[src/rtl/db9_sega_multi_reader.sv]
// rtl/db9_sega_multi_reader.sv - self-timed Mega Drive 3/6-button pad reader for one or two DB9 ports
module db9_sega_multi_reader #(
    parameter int NUM_PORTS    = 1,
    parameter int PHASE_CYCLES = 480,
    parameter int IDLE_CYCLES  = 76800
) (
    input  logic                    clk,
    input  logic                    reset,
    input  logic [5:0]              db9_i,
    output logic                    db9_select,
    output logic                    splitter_select,
    output logic [12*NUM_PORTS-1:0] joy_o,
    output logic [NUM_PORTS-1:0]    six_button_o,
    output logic [NUM_PORTS-1:0]    connected_o,
    output logic                    frame_done
);

    localparam int MAX_CYCLES = (IDLE_CYCLES > PHASE_CYCLES) ? IDLE_CYCLES : PHASE_CYCLES;
    localparam int CW = (MAX_CYCLES > 2) ? $clog2(MAX_CYCLES) : 1;
    localparam logic [CW-1:0] PHASE_LAST = CW'(PHASE_CYCLES - 1);
    localparam logic [CW-1:0] IDLE_LAST  = CW'(IDLE_CYCLES - 1);

    typedef enum logic [3:0] {
        P0, P1, P2, P3, P4, P5, P6, P7, IDLE
    } state_t;

    state_t        state;
    logic [CW-1:0] cnt;
    logic [5:0]    sync_q1;
    logic [5:0]    sync_q2;
    logic [5:0]    smp_p0;
    logic [1:0]    smp_as;
    logic [3:0]    smp_p6;
    logic          det_sega;
    logic          det_six;
    logic [11:0]   new_word;

    // Pins are active-low; the word layout is M X Y Z S A C B R L D U
    always_comb begin
        new_word     = 12'h000;
        new_word[0]  = ~smp_p0[3];
        new_word[1]  = ~smp_p0[2];
        new_word[2]  = ~smp_p0[1];
        new_word[3]  = ~smp_p0[0];
        new_word[4]  = ~smp_p0[4];
        new_word[5]  = ~smp_p0[5];
        new_word[6]  = ~smp_as[0] & det_sega;
        new_word[7]  = ~smp_as[1] & det_sega;
        new_word[8]  = ~smp_p6[3] & det_six;
        new_word[9]  = ~smp_p6[2] & det_six;
        new_word[10] = ~smp_p6[1] & det_six;
        new_word[11] = ~smp_p6[0] & det_six;
    end

    always_ff @(posedge clk) begin
        if (reset) begin
            sync_q1         <= 6'h3F;
            sync_q2         <= 6'h3F;
        end else begin
            sync_q1         <= db9_i;
            sync_q2         <= sync_q1;
        end
    end

    always_ff @(posedge clk) begin
        if (reset) begin
            state           <= P0;
            cnt             <= '0;
            db9_select      <= 1'b1;
            splitter_select <= 1'b0;
            joy_o           <= '0;
            six_button_o    <= '0;
            connected_o     <= '0;
            frame_done      <= 1'b0;
            smp_p0          <= 6'h3F;
            smp_as          <= 2'b11;
            smp_p6          <= 4'hF;
            det_sega        <= 1'b0;
            det_six         <= 1'b0;
        end else begin
            frame_done <= 1'b0;
            if (state == IDLE) begin
                if (cnt == IDLE_LAST) begin
                    cnt        <= '0;
                    state      <= P0;
                    db9_select <= 1'b1;
                end else begin
                    cnt <= cnt + CW'(1);
                end
            end else if (cnt == PHASE_LAST) begin
                cnt <= '0;
                case (state)
                    P0: smp_p0 <= sync_q2;
                    P1: begin
                        smp_as   <= sync_q2[5:4];
                        det_sega <= ~sync_q2[1] & ~sync_q2[0];
                    end
                    P5: det_six <= ~|sync_q2[3:0];
                    P6: smp_p6  <= sync_q2[3:0];
                    default: ;
                endcase
                if (state == P7) begin
                    for (int p = 0; p < NUM_PORTS; p++) begin
                        if (p == int'(splitter_select)) begin
                            joy_o[12*p +: 12] <= new_word;
                            connected_o[p]    <= det_sega;
                            six_button_o[p]   <= det_sega & det_six;
                        end
                    end
                    frame_done <= 1'b1;
                    state      <= IDLE;
                    db9_select <= 1'b1;
                    // Switch the mux now so it has the whole idle gap to settle
                    if (NUM_PORTS == 2)
                        splitter_select <= ~splitter_select;
                end else begin
                    state      <= state_t'(state + 4'd1);
                    // Next phase is odd (select low) exactly when this one is even
                    db9_select <= state[0];
                end
            end else begin
                cnt <= cnt + CW'(1);
            end
        end
    end

endmodule

[config.mk]
export PLATFORM = sky130hd
export DESIGN_NAME = db9_sega_multi_reader
export DESIGN_NICKNAME = d
export VERILOG_FILES = /design/src/rtl/db9_sega_multi_reader.sv
export SDC_FILE = /design/constraint.sdc
export NUM_CORES = 1
export LEC_CHECK = 0
export ABC_AREA = 1
export BUFFER_PORTS_ARGS = -buffer_cell sky130_fd_sc_hd__clkbuf_2
export CORE_ASPECT_RATIO = 1.1
export CORE_MARGIN = 2
export CORE_UTILIZATION = 50
export DETAILED_ROUTE_END_ITERATION = 12
export PLACE_DENSITY_LB_ADDON = 0.1
export SETUP_SLACK_MARGIN = 0.2
export SLEW_MARGIN = 20
export SYNTH_ARGS = -nofsm -noshare
export SYNTH_HDL_FRONTEND = slang
export SYNTH_SLANG_ARGS = --single-unit
[constraint.sdc]
create_clock -name clk -period 1.8 [get_ports clk]
set_input_delay 0.27 -clock clk [delete_from_list [all_inputs] [get_ports clk]]
set_output_delay 0.27 -clock clk [all_outputs]
set_load 0.03 [all_outputs]
; Yosys cells after proc, flatten, opt, wreduce, memory -nomap -nowiden
; Index checks and enable logic that the tools add are counted.
[totals]
ff_bits = 63
in_bits = 8
out_inout_bits = 17
[classes]
addsub = 2
eq_ne = 8
mux = 12
bitwise = 24
n_reduce_logical = 11
[ops]
columns = operator, count
row1 = 2-to-1 mux 17 bit, 3
row2 = "adder 17 x 1 -> 17 bit, second input constant", 1
row3 = "equality test 17 bit, second input constant", 1
row4 = "equality test 17 x 9 -> 1 bit, second input constant", 1
row5 = 2-to-1 mux 4 bit, 4
row6 = inverter 1 bit, 16
row7 = AND reduction 3 bit, 5
row8 = "equality test 4 x 3 -> 1 bit, second input constant", 3
row9 = bitwise AND 1 bit, 8
row10 = 2-to-1 mux 1 bit, 5
row11 = "adder 4 x 1 -> 4 bit, second input constant", 1
row12 = "equality test 4 x 1 -> 1 bit, second input constant", 1
row13 = "equality test 4 bit, second input constant", 1
row14 = zero test 4 bit, 1
row15 = OR reduction 4 bit, 1
row16 = OR reduction 3 bit, 1
row17 = "!= test 2 x 1 -> 1 bit, second input constant", 1
row18 = AND reduction 2 bit, 1
row19 = nonzero test 2 bit, 1
row20 = zero test 1 bit, 1

; Depth between registers and ports, before layout
[logic_depth]
depth_word = 4
mapped_depth = 10
ltp_nobuf = 10

; Worst setup path before layout
; Ideal clock, no wire load.
[synth_timing]
path_kind = flip-flop to flip-flop
startpoint = register state[0]
endpoint = register smp_p0[0]
setup_time_ps = 138
arrival_time_ps = 1338
slack_ps = 324
stages_incl_launch_ff = 7
path_buffers = 0
period_less_slack_ps = 1476
cell_sequence = dfxtp_1 > inv_1 > ha_1 > nor3b_1 > nand2_2 > nand2_1 > o211ai_1
[synth_via]
elab_chain_cells = 3
elab_cells_between_ends = 4
classes_between = eq/ne (1) / bitwise (1) / reduce/logical (2)
[synth_rtl]
columns = item, line
row1 = start: declaration, 27  ; state_t state;
row2 = start signal: assignment, 117  ; state <= state_t'(state + 4'd1);
row3 = equality test 4 bit, 82  ; if (state == IDLE) begin
row4 = inverter 1 bit (no source line), -
row5 = AND reduction 3 bit (no source line) (*), -
row6 = end signal: assignment, 93  ; P0: smp_p0 <= sync_q2;
row7 = end: declaration, 31  ; logic [5:0] smp_p0;
; Mark *: on every way between the ends. The rest lies on a longest branch, timed or not.
; A chain may end at the register's enable or synchronous reset.

; Worst setup path in the final report
[layout_timing]
startpoint = register state[1]
endpoint = register cnt[0]
[layout_via]
elab_chain_cells = 2
[layout_rtl]
columns = item, line
row1 = equality test 4 bit, 82
row2 = 2-to-1 mux 17 bit, 82
row3 = end signal: assignment, 88  ; cnt <= cnt + CW'(1);
row4 = end signal: assignment, 122  ; cnt <= cnt + CW'(1);
row5 = end: declaration, 28  ; logic [CW-1:0] cnt;
; Every way passes these cells.

==> flow_summary.yaml <==
run_status:
  status: "completed"
synth:
  synth_area_leaders: "dfxtp_1 (46%), nand2_1 (10%), nor2_1 (8.8%), nand3_1 (6.9%), nand4_1 (3.6%)"
  synth_top_area_cell: "dfxtp_1"
  synth_fp_nets: 381
  syn_area_um2: 2770
  synth_area_per_cell_um2: 7.528
  synth_seq_area_share_pct: 45.53
  synthCells: 368
  synth_cell_types: 30
  synth_top_cell_area_share_pct: 45.53
  synth_seq_cells: 63
  yosys_warnings: 0
power:
  powerDensity_nw_per_um2: 835.2
  p_leak_nw: 1.421
  max-vdd-ir-drop_uv: 592.1
clock_tree:
  cts-root-buf: "clkbuf_8"
  clkLatencyLatePin_ps: 350
  cts_buffers: 9
  cts_hold_buf: 0
  cts_buffer_depth: 2
  cts.sinks: 63
  cts_tree: "yes"
  clk_pin_slew_ps: 70
  cts_max_level: 3
worst_setup_path:
  end_kind: "register"
  crit_type: "reg -> reg"
  cp-start-kind: "register"
  crit_arrival_ps: 1770
  cp.required_ps: 2030
  critPathMaxFanout: 6
global_routing:
  grt_pass1_wl_um: 9818
  first_global_vias: 2075
  grt.overflow.total: 0
  grt.total_usage_pct: 21.40
  grt_max_degree: 25
  antenna_found_initial: 0
sta:
  slew_viol_final: 0
  hold_ws_ps: 97.06
  setup_tns_ps: 0
  fmax_mhz: 651.4
  hold_viol_final: 0
  setup_viol: 0
  finClkSkew_ps: 10.10
  rsz0062_at_grt: "true"
  period_minus_slack_ps: 1535
  final.period_utilization_pct: 85.29
routing:
  viasPerCell: 5.004
  drt_drc_violations_left: 0
  wl_per_cell_um: 12.53
  dr.pass1.iters: 5
  drtIter0Drc: 210
  wirelength_um: 6127
  ant_nets: 0
  vias: 2447
floorplan:
  die_w_um: 74.97
  chipHeight_um: 82.07
  initial_core_util_pct: 51.68
  top_level_ports: 25
  num_rows: 28
  die_area_um2: 6152
  design.core.area_um2: 5360
run:
  cap_violations: 0
final_layout:
  syn_to_final_growth_pct: 22.45
  layout_commonest_cell: "nand2_1"
  drive_above_1_share_pct: 25.36
  nets: 422
  antennaDiodeCount: 0
  mostFrequentLayoutCells: "nand2_1 (74), nor2_1 (59), dfxtp_1 (57)"
placed_design:
  gp_congestion: 0.8766
  hpwl_um: 4102
  portBuffers: 23
hold_path:
  hold_path.class: "in -> reg"
==> kinds of logic after synthesis <==
family	Yosys count	synth area share (%)
compound gates	19	3.839
xor+xnor	7	2.213
fa+ha+maj	5	2.258
buf+inv	41	5.917
flops	63	45.53
other cells	1	0.1354
simple gates	232	40.11
==> cells in the mapped netlist (all sizes together) <==
master	number
a211oi	1
o211ai	2
nand3	43
nand2	79
a21oi	7
dfxtp	63
buf	4
xor2	7
clkinv	1
conb	1
inv	31
nor3b	2
ha	5
o21ai	7
or2	12
nor2	71
nor3	9
a31oi	1
nand4	16
clkbuf	5
o21bai	1
==> where the power goes <==
group,leakage (nW),internal [mW],switching (mW),total (mW)
Clock,0.102,0.774,0.554,1.33
Sequential,0.514,1.41,0.0112,1.42
Combinational,0.805,0.0373,0.0437,0.0810
==> flip-flops by register name (all words and copies together) (netlist names) <==
register,cells
det_sega,1
sync_q1,6
frame_done,1
state,4
joy_o,12
smp_as,2
det_six,1
sync_q2,6
six_button_o,1
smp_p6,4
smp_p0,6
db9_select,1
connected_o,1
cnt,17
==> path summary, 6_finish.rpt <==
check        startpoint          to  slack (ps)  depth (start not counted)
min reg2reg  sync_q1[3]  sync_q2[3]         410                          1
max            state[1]      cnt[0]         260                          8
max reg2reg    state[1]      cnt[0]         260                          8
min            db9_i[0]  sync_q1[0]         100                          2
==> final cells by class <==
cell class / count / area (µm²)
multi-input cells: 265 / 1435
inverters: 32 / 120.1
flip-flops and latches: 63 / 1269
fillers: 465 / 1968
well taps: 75 / 93.84
clock inverters: 6 / 85.08
clock buffers: 10 / 127.6
repair buffers: 38 / 261.5
==> what timing repair did <==
action / in CTS / in global routing
hold endpoints to repair: 0 / 0
pin swaps: 3 / 7
setup endpoints to repair: 20 / 46
gates resized for setup: 4 / 23
gates cloned: 1 / 1
buffers inserted: 2 / 4
==> worst max-delay path: stages, from the launching register on <==
cell	delay [ps]
dfxtp_2	340
inv_1	110
ha_4	160
nand3_4	100
nor3_1	160
nand3_1	180
nand3_4	160
clkbuf_16	170
nor2_1	40
==> metrics by stage <==
| step | worst slack [ps] | utilization, % | std cells | total power, mW | instance area (µm²) |
|---|---|---|---|---|---|
| floorplan | 323.8 | - | 368 | 1.496 | 2770 |
| global placement | 150.0 | 56.12 | 465 | 1.521 | 3008 |
| detailed placement | 98.93 | 56.12 | 465 | 1.522 | 3008 |
| CTS | 199.3 | 60.97 | 484 | 2.842 | 3268 |
| global route | 166.7 | 63.28 | 489 | 2.931 | 3392 |
| finish | 264.9 | 63.28 | 489 | 2.833 | 3392 |
==> per-layer routing <==
metal | vias to the layer above | track usage [%] | wire length [µm]
met4 | 0 | 10.71 | 124
met1 | 1105 | 31.51 | 2993
met5 | - | 0 | 0
li1 | 1277 | - | -
met3 | 11 | 4.908 | 301
met2 | 54 | 28.77 | 2707
No activity file was read; power rests on OpenSTA's default activity.
